<file path="config.mk">
export PLATFORM = sky130hd
export DESIGN_NAME = axi_mem_arbiter
export DESIGN_NICKNAME = d
export VERILOG_FILES = /design/src/rtl/axi_mem_arbiter.sv
export SDC_FILE = /design/constraint.sdc
export NUM_CORES = 1
export LEC_CHECK = 0
export CAP_MARGIN = 25
export CORE_AREA = 2 2 99 101
export CTS_CLUSTER_SIZE = 24
export DETAILED_ROUTE_END_ITERATION = 10
export DIE_AREA = 0 0 101 103
export GPL_ROUTABILITY_DRIVEN = 0
export PLACE_DENSITY = 0.68
export SYNTH_ARGS = -nofsm -noshare
export SYNTH_HDL_FRONTEND = slang
export SYNTH_SLANG_ARGS = --single-unit
</file>
<file path="constraint.sdc">
create_clock -name clk -period 3.4 [get_ports clk]
set_clock_uncertainty 0.15 [all_clocks]
set_input_delay 0.51 -clock clk [delete_from_list [all_inputs] [get_ports clk]]
set_output_delay 0.51 -clock clk [all_outputs]
set_load 0.01 [all_outputs]
</file>
<file path="src/rtl/axi_mem_arbiter.sv">
// Two-master / one-slave AXI-lite arbiter with independent round-robin read and write paths.
// One outstanding transaction per path; payload is routed combinationally from the registered grant.
module axi_mem_arbiter #(
  parameter int ADDR_W = 18,
  parameter int DATA_W = 16
) (
  input  logic                clk,
  input  logic                reset_,
  // master 0
  input  logic [ADDR_W-1:0]   m0_ar_addr,
  input  logic                m0_ar_valid,
  output logic                m0_ar_ready,
  output logic [DATA_W-1:0]   m0_r_data,
  output logic [1:0]          m0_r_resp,
  output logic                m0_r_valid,
  input  logic                m0_r_ready,
  input  logic [ADDR_W-1:0]   m0_aw_addr,
  input  logic                m0_aw_valid,
  output logic                m0_aw_ready,
  input  logic [DATA_W-1:0]   m0_w_data,
  input  logic [DATA_W/8-1:0] m0_w_strb,
  input  logic                m0_w_valid,
  output logic                m0_w_ready,
  output logic [1:0]          m0_b_resp,
  output logic                m0_b_valid,
  input  logic                m0_b_ready,
  // master 1
  input  logic [ADDR_W-1:0]   m1_ar_addr,
  input  logic                m1_ar_valid,
  output logic                m1_ar_ready,
  output logic [DATA_W-1:0]   m1_r_data,
  output logic [1:0]          m1_r_resp,
  output logic                m1_r_valid,
  input  logic                m1_r_ready,
  input  logic [ADDR_W-1:0]   m1_aw_addr,
  input  logic                m1_aw_valid,
  output logic                m1_aw_ready,
  input  logic [DATA_W-1:0]   m1_w_data,
  input  logic [DATA_W/8-1:0] m1_w_strb,
  input  logic                m1_w_valid,
  output logic                m1_w_ready,
  output logic [1:0]          m1_b_resp,
  output logic                m1_b_valid,
  input  logic                m1_b_ready,
  // slave
  output logic [ADDR_W-1:0]   s_ar_addr,
  output logic                s_ar_valid,
  input  logic                s_ar_ready,
  input  logic [DATA_W-1:0]   s_r_data,
  input  logic [1:0]          s_r_resp,
  input  logic                s_r_valid,
  output logic                s_r_ready,
  output logic [ADDR_W-1:0]   s_aw_addr,
  output logic                s_aw_valid,
  input  logic                s_aw_ready,
  output logic [DATA_W-1:0]   s_w_data,
  output logic [DATA_W/8-1:0] s_w_strb,
  output logic                s_w_valid,
  input  logic                s_w_ready,
  input  logic [1:0]          s_b_resp,
  input  logic                s_b_valid,
  output logic                s_b_ready,
  // debug: current FSM states
  output logic [1:0]          rd_state_dbg,
  output logic [1:0]          wr_state_dbg
);

  // Handshake rule on every channel: a beat transfers on the rising clk edge where
  // valid and ready are both 1; valid is never withdrawn by this block before that edge.

  typedef enum logic [1:0] {RD_IDLE = 2'd0, RD_ADDR = 2'd1, RD_DATA = 2'd2} rd_state_e;
  typedef enum logic [1:0] {WR_IDLE = 2'd0, WR_XFER = 2'd1, WR_RESP = 2'd2} wr_state_e;

  rd_state_e rd_state, rd_state_nx;
  wr_state_e wr_state, wr_state_nx;
  logic      rd_gnt, rd_gnt_nx, rd_ptr, rd_ptr_nx;   // gnt/ptr: 0 = m0, 1 = m1
  logic      wr_gnt, wr_gnt_nx, wr_ptr, wr_ptr_nx;
  logic      aw_done, aw_done_nx, w_done, w_done_nx;
  logic      wr_req0, wr_req1;

  assign rd_state_dbg = rd_state;
  assign wr_state_dbg = wr_state;
  assign wr_req0      = m0_aw_valid || m0_w_valid;
  assign wr_req1      = m1_aw_valid || m1_w_valid;

  // ---------------- state registers ----------------
  always_ff @(posedge clk or negedge reset_) begin
    if (!reset_) begin
      rd_state <= RD_IDLE;
      rd_gnt   <= 1'b0;
      rd_ptr   <= 1'b0;
      wr_state <= WR_IDLE;
      wr_gnt   <= 1'b0;
      wr_ptr   <= 1'b0;
      aw_done  <= 1'b0;
      w_done   <= 1'b0;
    end else begin
      rd_state <= rd_state_nx;
      rd_gnt   <= rd_gnt_nx;
      rd_ptr   <= rd_ptr_nx;
      wr_state <= wr_state_nx;
      wr_gnt   <= wr_gnt_nx;
      wr_ptr   <= wr_ptr_nx;
      aw_done  <= aw_done_nx;
      w_done   <= w_done_nx;
    end
  end

  // ---------------- next-state logic ----------------
  always_comb begin
    rd_state_nx = rd_state;
    rd_gnt_nx   = rd_gnt;
    rd_ptr_nx   = rd_ptr;
    case (rd_state)
      RD_IDLE: if (m0_ar_valid || m1_ar_valid) begin
        rd_gnt_nx   = (m0_ar_valid && m1_ar_valid) ? rd_ptr : m1_ar_valid;
        rd_state_nx = RD_ADDR;
      end
      RD_ADDR: if (s_ar_valid && s_ar_ready) rd_state_nx = RD_DATA;
      RD_DATA: if (s_r_valid && s_r_ready) begin
        rd_state_nx = RD_IDLE;
        rd_ptr_nx   = ~rd_gnt;
      end
      default: rd_state_nx = RD_IDLE;
    endcase
  end

  always_comb begin
    wr_state_nx = wr_state;
    wr_gnt_nx   = wr_gnt;
    wr_ptr_nx   = wr_ptr;
    aw_done_nx  = aw_done;
    w_done_nx   = w_done;
    case (wr_state)
      WR_IDLE: if (wr_req0 || wr_req1) begin
        wr_gnt_nx   = (wr_req0 && wr_req1) ? wr_ptr : wr_req1;
        wr_state_nx = WR_XFER;
      end
      WR_XFER: begin
        // aw and w may complete in either order or together
        aw_done_nx = aw_done || (s_aw_valid && s_aw_ready);
        w_done_nx  = w_done || (s_w_valid && s_w_ready);
        if (aw_done_nx && w_done_nx) wr_state_nx = WR_RESP;
      end
      WR_RESP: if (s_b_valid && s_b_ready) begin
        wr_state_nx = WR_IDLE;
        aw_done_nx  = 1'b0;
        w_done_nx   = 1'b0;
        wr_ptr_nx   = ~wr_gnt;
      end
      default: wr_state_nx = WR_IDLE;
    endcase
  end

  // ---------------- output routing ----------------
  always_comb begin
    s_ar_addr   = '0;
    s_ar_valid  = 1'b0;
    s_r_ready   = 1'b0;
    m0_ar_ready = 1'b0;
    m1_ar_ready = 1'b0;
    m0_r_data   = '0;
    m0_r_resp   = 2'b00;
    m0_r_valid  = 1'b0;
    m1_r_data   = '0;
    m1_r_resp   = 2'b00;
    m1_r_valid  = 1'b0;
    if (rd_state == RD_ADDR) begin
      s_ar_addr   = rd_gnt ? m1_ar_addr : m0_ar_addr;
      s_ar_valid  = rd_gnt ? m1_ar_valid : m0_ar_valid;
      m0_ar_ready = !rd_gnt && s_ar_ready;
      m1_ar_ready = rd_gnt && s_ar_ready;
    end
    if (rd_state == RD_DATA) begin
      s_r_ready = rd_gnt ? m1_r_ready : m0_r_ready;
      if (rd_gnt) begin
        m1_r_data  = s_r_data;
        m1_r_resp  = s_r_resp;
        m1_r_valid = s_r_valid;
      end else begin
        m0_r_data  = s_r_data;
        m0_r_resp  = s_r_resp;
        m0_r_valid = s_r_valid;
      end
    end
  end

  always_comb begin
    s_aw_addr   = '0;
    s_aw_valid  = 1'b0;
    s_w_data    = '0;
    s_w_strb    = '0;
    s_w_valid   = 1'b0;
    s_b_ready   = 1'b0;
    m0_aw_ready = 1'b0;
    m1_aw_ready = 1'b0;
    m0_w_ready  = 1'b0;
    m1_w_ready  = 1'b0;
    m0_b_resp   = 2'b00;
    m0_b_valid  = 1'b0;
    m1_b_resp   = 2'b00;
    m1_b_valid  = 1'b0;
    if (wr_state == WR_XFER) begin
      // a completed channel is muted so the slave sees exactly one beat
      s_aw_addr   = wr_gnt ? m1_aw_addr : m0_aw_addr;
      s_aw_valid  = !aw_done && (wr_gnt ? m1_aw_valid : m0_aw_valid);
      s_w_data    = wr_gnt ? m1_w_data : m0_w_data;
      s_w_strb    = wr_gnt ? m1_w_strb : m0_w_strb;
      s_w_valid   = !w_done && (wr_gnt ? m1_w_valid : m0_w_valid);
      m0_aw_ready = !wr_gnt && !aw_done && s_aw_ready;
      m1_aw_ready = wr_gnt && !aw_done && s_aw_ready;
      m0_w_ready  = !wr_gnt && !w_done && s_w_ready;
      m1_w_ready  = wr_gnt && !w_done && s_w_ready;
    end
    if (wr_state == WR_RESP) begin
      s_b_ready = wr_gnt ? m1_b_ready : m0_b_ready;
      if (wr_gnt) begin
        m1_b_resp  = s_b_resp;
        m1_b_valid = s_b_valid;
      end else begin
        m0_b_resp  = s_b_resp;
        m0_b_valid = s_b_valid;
      end
    end
  end

endmodule

</file>
## Word-level counts from Yosys, hierarchy flattened

Cells that the tools add are included.

- Register bits after elaboration: 10
- Output and inout port bits: 113

- Equal/unequal tests: 10
- Muxes and demuxes: 57
- Bitwise gates (word level): 2
- Reductions and logical operators: 40

Operators by type and width:

| cell | count |
|---|---|
| $mux 16 | 6 |
| $mux 18 | 4 |
| $mux 2 | 16 |
| $mux 1 | 27 |
| $logic_and 1x1->1 | 20 |
| $ne 2x2->1 const B | 6 |
| $pmux 2 s3 | 2 |
| $reduce_and 2->1 | 5 |
| $logic_or 1x1->1 | 6 |
| $reduce_and 3->1 | 2 |
| $eq 2x1->1 const B | 2 |
| $eq 2x2->1 const B | 2 |
| $logic_not 1->1 | 4 |
| $logic_not 2->1 | 2 |
| $pmux 1 s2 | 2 |
| $not 1->1 | 2 |
| $reduce_bool 2->1 | 1 |

## Logic depth before layout (Yosys ltp)

Gate-level depths: netlist (run 1).

- Depth after elaboration: 8
- Mapped depth: 5
- Depth with buffers taken out: 3

## Worst setup path after synthesis (run 1)

Ideal clock, no wire load.

- Path type: reg-to-output
- From: reg wr_state[1], in the netlist wr_state_dbg[1]
- To: out m0_aw_ready
- Data arrival time: 1.328 ns
- Data required time: 2.740 ns
- Path slack: 1.412 ns
- Stages on the path, launching flop included: 5
- Cell sequence: dfrtp_1 -> buf_2 -> nand2b_4 -> buf_6 -> nor4b_1

- Longest elaborated chain between the ends: 2

Ends and longest elaborated chain:

| element | line | RTL |
|---|---|---|
| start, declared | 75 | `wr_state_e wr_state, wr_state_nx;` |
| start signal, assigned | 101 | `wr_state <= wr_state_nx;` |
| $eq 2x1->1 | 203 | `if (wr_state == WR_XFER) begin` |
| $mux 1 | 203 |  |
| end, declared | 19 | `output logic m0_aw_ready,` |

Every way passes these cells.

## Worst setup path after layout (run 1)

- From: reg wr_state[1], in the netlist wr_state_dbg[1]
- To: out m0_w_ready

- Longest elaborated chain between the ends: 2

Ends and longest elaborated chain:

| element | line | RTL |
|---|---|---|
| $eq 2x1->1 | 203 |  |
| $mux 1 | 203 |  |
| end, declared | 23 | `output logic m0_w_ready,` |

Every way passes these cells.

==> impl_metrics.tcl, run 1 <==
set metrics [dict create \
    overflow 0 \
    drv_slew 0 \
    grt_max_degree 41 \
    post_dp_cell_area_sq_um 4450 \
    p_leak_uw 0.00189 \
    critPathLaunchType "register" \
    holdPathStages 2 \
    first_iter_violations 38 \
    design_area_sq_um 4500 \
    worstRegToRegCells 3 \
    cts_sinks 10 \
    yosysWarnings 0 \
    final_layout_size_suffix_gt1_frac 0.0306 \
    coreArea_sq_um 9460 \
    numCtsBuffers 3 \
    routedWlPerCell_um 14.5 \
    hp-class "register to register" \
    clkLatencyLatePin_ns 0.24 \
    drtAntennaViolNets 0 \
    finalHoldViolCount 0 \
    rows 36 \
    dieArea_sq_um 10400 \
    mostFrequentLayoutCells "clkdlybuf4s50_1, nor2_1, mux2i_1" \
    syn-cell-area_sq_um 1850 \
    dr_total_vias 2604 \
    final_cell_count_no_fill 604 \
    synth_flop_cell "dfrtp_1" \
    routed_wl_um 8740 \
    root_buffer "clkbuf_8" \
    tightest_slew_ns 0.679 \
    ys_seq_area_frac 0.136 \
    grt_pass1_wl_um 11800 \
    ys_ff_latch 10 \
    dr.pass1.iters 5 \
    crit_type "register to primary output" \
    htree_levels 1 \
    finalCriticalPeriod_ns 2.87 \
    rsz0062_at_grt "false" \
    nets 636 \
    cp_data_required_time_ns 2.74 \
    antenna_found_initial 0 \
    setup_violations 0 \
    cts.path.max_buffers 2 \
    start_util 0.195 \
    final.setup.tns_ns 0 \
    synth-edff-count 0 \
    synth_cell_types 36 \
    post-route-util 0.476 \
    syn_to_final_growth_pct 144 \
    dp_hpwl_um 7390 \
    path_clk_slew_ns 0.06 \
    status "finished clean" \
    layout.cells.most_common "clkdlybuf4s50_1" \
    peakVddDrop_mv 0.273 \
    fp.dieW_um 101 \
    endpoint_kind "primary output" \
    rrSetupSlack_ns 1.54 \
    cts_resized 0 \
    fin_crit_sh 0.843 \
    cts_hold_buf 0 \
    dp_cells 600 \
    ys_async_sr_fraction 1.00 \
    postSynthAreaPerCell_sq_um 7.53 \
    synthCells 245 \
    cts_setup_buffers 0 \
    crit_fanout 40 \
    slew-limit-headroom 0.547 \
    die_y_um 103 \
    viasPerCell 4.31 \
    synth_nets 390 \
    cellPowerDensity_nw_per_um2 560 \
    grt.total_usage 0.139 \
    n_antenna_cell 0 \
    max_freq_ghz 0.349 \
    remaining_drc_errors 0 \
    first_global_vias 2299 \
    max-cap-violations 0 \
    io_pins 258 \
    cts_tree "done" \
    cp.arrival_ns 2.21 \
    port_buffers 257 \
]
## routing by layer
metal / GRT usage / share of wire / vias to the layer above
met5: 0 / 0 / -
met4: 0.0156 / 0.0016 / 0
met3: 0.0190 / 0.054 / 2
met2: 0.253 / 0.53 / 92
met1: 0.181 / 0.41 / 1182
li1: - / - / 1328
## worst max-delay path, stage by stage (launching register included)
cell             delay [ns]
dfrtp_1                0.52
nand2b_4               0.42
nor4b_1                0.42
clkdlybuf4s50_1        0.60
## cells in the mapped netlist (3+ instances only)
cell      number  share of area
and2_1        41           0.14
o21ai_0        4          0.011
nor2_1        66           0.13
nand2b_1       3          0.010
clkbuf_1       3         0.0061
buf_6          5          0.031
and3_1         5          0.017
nand2_1        5          0.010
buf_2          5          0.014
dfrtp_1       10           0.14
nor2b_1        4          0.014
mux2i_1       57           0.31
buf_4          6          0.024
## power by group
group / switching (uW) / total [uW] / internal, uW
Clock: 48.6 / 151 / 102
Sequential: 155 / 324 / 170
Combinational: 882 / 2050 / 1160
Total: 1080 / 2520 / 1440
## kinds of logic (layout without fill, tap and decap cells)
kind of cell / Yosys count / after routing / share of synthesized area
muxes: 59 / 59 / 0.325
AOI/OAI and AO/OA: 17 / 17 / 0.0698
DFF: 10 / 10 / 0.136
and+or+nand+nor: 137 / 137 / 0.388
buffers and inverters: 22 / 267 / 0.0813
## final cells by class
class | instances | area, sq um
clock buffers | 4 | 55.1
multi-input cells | 213 | 1450
repair buffers | 261 | 2600
inverters | 2 | 7.51
well taps | 114 | 143
fillers | 946 | 4950
flip-flops and latches | 10 | 251
## sequential cells by signal, indices dropped and copies added (netlist names)
signal,flops
rd_state_dbg,2
wr_state_dbg,2
aw_done,1
rd_gnt,1
rd_ptr,1
w_done,1
wr_gnt,1
wr_ptr,1
## final timing paths
kind,from,end
setup reg to reg,wr_gnt$_DFFE_PN0P_,wr_state_dbg[1]$_DFFE_PN0P_
min in group asynchronous,reset_,w_done$_DFFE_PN0P_
setup / recovery,wr_state_dbg[1]$_DFFE_PN0P_,m0_w_ready
hold reg to reg,rd_ptr$_DFFE_PN0P_,rd_ptr$_DFFE_PN0P_
max in group asynchronous,reset_,wr_gnt$_DFFE_PN0P_
hold / removal,rd_ptr$_DFFE_PN0P_,rd_ptr$_DFFE_PN0P_
## per-stage QoR
step                power (uW)  setup WS (ns)  hold WS (ns)
finish                    2520          0.534         0.376
global placement          2360          0.759         0.363
floorplan                 1390           1.41        0.0644
global route              2680          0.391         0.437
detailed placement        2380          0.761         0.366
CTS                       2550          0.539         0.378
Power figures use the tool's default switching activity.
==> inputs of run 2 (changes only) <==
Settings changed: CORE_AREA 2 2 99 101 to 2 2 101 103, DIE_AREA 0 0 101 103 to 0 0 103 105, PLACE_DENSITY 0.68 to 0.69.
Clock period 3.4 ns to 2.6 ns, I/O delays scaled along.
==> run 2 against run 1 <==
Critical endpoint is now s_aw_valid. Critical path depth increased by 1. Wire length up 0.80%. Clock power up 25%. Global-route usage increased by 0.71 points. Sequential power grew 20%. Non-clock buffer count rose by 3. Sequential cell count unchanged. Sequential share of layout area is 0.067 points lower. First-iteration DRC count increased to 3.9 times the previous value.
==> impl_metrics.tcl, run 2 (synthesized netlist as in run 1, its figures left out) <==
set metrics [dict create \
    cp_num_cells 4 \
    fp.dieW_um 103 \
    final_layout_size_suffix_gt1_frac 0.0426 \
    p_leak_uw 0.00192 \
    root_buffer "clkbuf_8" \
    crit_slowest_cell "clkdlybuf4s50_1" \
    dr.pass1.iters 4 \
    finalHoldViolCount 0 \
    port_buffers 257 \
    cts_tree "done" \
    cts_sinks 10 \
    dp_cells 621 \
    hold_slack_ns 0.327 \
    clkLatencyLatePin_ns 0.23 \
    routed_wl_um 8810 \
    drtAntennaViolNets 0 \
    cp.arrival_ns 1.95 \
    remaining_drc_errors 0 \
    startpoint "wr_state_dbg[1]$_DFFE_PN0P_" \
    start_util 0.191 \
    first_global_vias 2492 \
    post-route-util 0.478 \
    dp_hpwl_um 7500 \
    cp_data_required_time_ns 2.06 \
    endpoint_kind "primary output" \
    viasPerCell 4.20 \
    dieArea_sq_um 10800 \
    overflow 0 \
    drv_slew 0 \
    routedWlPerCell_um 14.1 \
    io_pins 258 \
    rows 36 \
    worstRegToRegCells 4 \
    tightest_slew_ns 0.450 \
    reg2reg_from "rd_gnt$_DFFE_PN0P_" \
    syn_to_final_growth_pct 149 \
    max-cap-violations 0 \
    status "finished clean" \
    grt.total_usage 0.146 \
    rr_endpoint "rd_state_dbg[0]$_DFFE_PN0P_" \
    antenna_found_initial 0 \
    grt_pass1_wl_um 12800 \
    crit_type "register to primary output" \
    path_buf_inv 2 \
    numCtsBuffers 3 \
    n_antenna_cell 0 \
    htree_levels 1 \
    rrSetupSlack_ns 1.04 \
    cts.path.max_buffers 2 \
    fin_crit_sh 0.957 \
    path_clk_slew_ns 0.05 \
    layout.cells.most_common "clkdlybuf4s50_1" \
    finalCriticalPeriod_ns 2.49 \
    mostFrequentLayoutCells "clkdlybuf4s50_1, nor2_1, mux2i_1" \
    setup_violations 0 \
    final_cell_count_no_fill 626 \
    path_cells "nand2b_4 > buf_12 > nor3b_1 > clkdlybuf4s50_1" \
    final.setup.tns_ns 0 \
    critPathLaunchType "register" \
    cp_top_family "buffers and inverters" \
    die_y_um 105 \
    nets 639 \
    first_iter_violations 150 \
    hp-class "input pin to asynchronous set/reset pin" \
    cellPowerDensity_nw_per_um2 738 \
    slew-limit-headroom 0.699 \
    max_freq_ghz 0.402 \
    dr_total_vias 2628 \
    grt_max_degree 38 \
    crit_path_end "s_aw_valid" \
    cp_slowest_stage_delay_ns 0.59 \
    coreArea_sq_um 9640 \
    peakVddDrop_mv 0.329 \
    rsz0062_at_grt "false" \
    fillCellCount 939 \
    crit_fanout 37 \
]
## run 2: cell types whose count changed in the layout (fill, tap and decap cells not counted), sizes merged
cell	change
buf	+3
## run 2: routing by layer
layer  global-route usage  wire (um)  vias to the layer above
met5                    0          0                        -
met4               0.0301         99                        0
met3               0.0181        435                        6
met2                0.269       4760                       82
met1                0.179       3520                     1205
li1                     -          -                     1335
## run 2: worst register-to-register path: cells and delay by family (launching register included)
family	cells	cell delay (ns)
muxes	1	0.32
and+or+nand+nor	1	0.09
buffers and inverters	1	0.24
AOI/OAI and AO/OA	1	0.14
DFF	1	0.55
## run 2: timing repair
| action | 4_1_cts | 5_1_grt |
|---|---|---|
| resized for setup | 1 | 2 |
| endpoints found under the setup margin | 8 | 15 |
| pin swaps | 0 | 1 |
| hold buffers | 0 | 0 |
| endpoints found under the hold margin | 0 | 0 |
| gates cloned | 0 | 0 |
| setup buffers | 0 | 1 |
## run 2: power breakdown
group | total, uW | leakage, uW | internal (uW) | switching (uW)
sequential | 388 | 0.000107 | 227 | 161
clock | 188 | 0.0000288 | 133 | 55.6
combinational | 2820 | 0.00179 | 1610 | 1210
total | 3400 | 0.00192 | 1970 | 1430
## run 2: worst min path at each step
stage,from,to,slack (ns),depth (start not counted)
after floorplan,reset_,aw_done$_DFFE_PN0P_,-0.06,0
after global placement,rd_ptr$_DFFE_PN0P_,rd_ptr$_DFFE_PN0P_,0.36,2
after detailed placement,rd_ptr$_DFFE_PN0P_,rd_ptr$_DFFE_PN0P_,0.38,2
after CTS,reset_,w_done$_DFFE_PN0P_,0.34,1
after global routing,reset_,w_done$_DFFE_PN0P_,0.36,1
final,reset_,w_done$_DFFE_PN0P_,0.33,1
## run 2: area by class of cell
cell class                 instances  area [sq um]  share of cell area
multi-input combinational        213          1450               0.314
timing repair buffer             264          2680               0.581
inverter                           2          7.51             0.00163
tap                              133           166              0.0361
sequential                        10           254              0.0552
clock buffer                       4          55.1              0.0120
## run 2: stage by stage
stage                     setup slack [ns]  instance area, sq um  power (uW)
after detailed placement             0.124                  4530        3210
after global routing                0.0136                  4600        3640
after global placement               0.176                  4530        3190
after CTS                           0.0213                  4580        3420
final                                0.113                  4600        3400
after floorplan                      0.732                  1850        1820
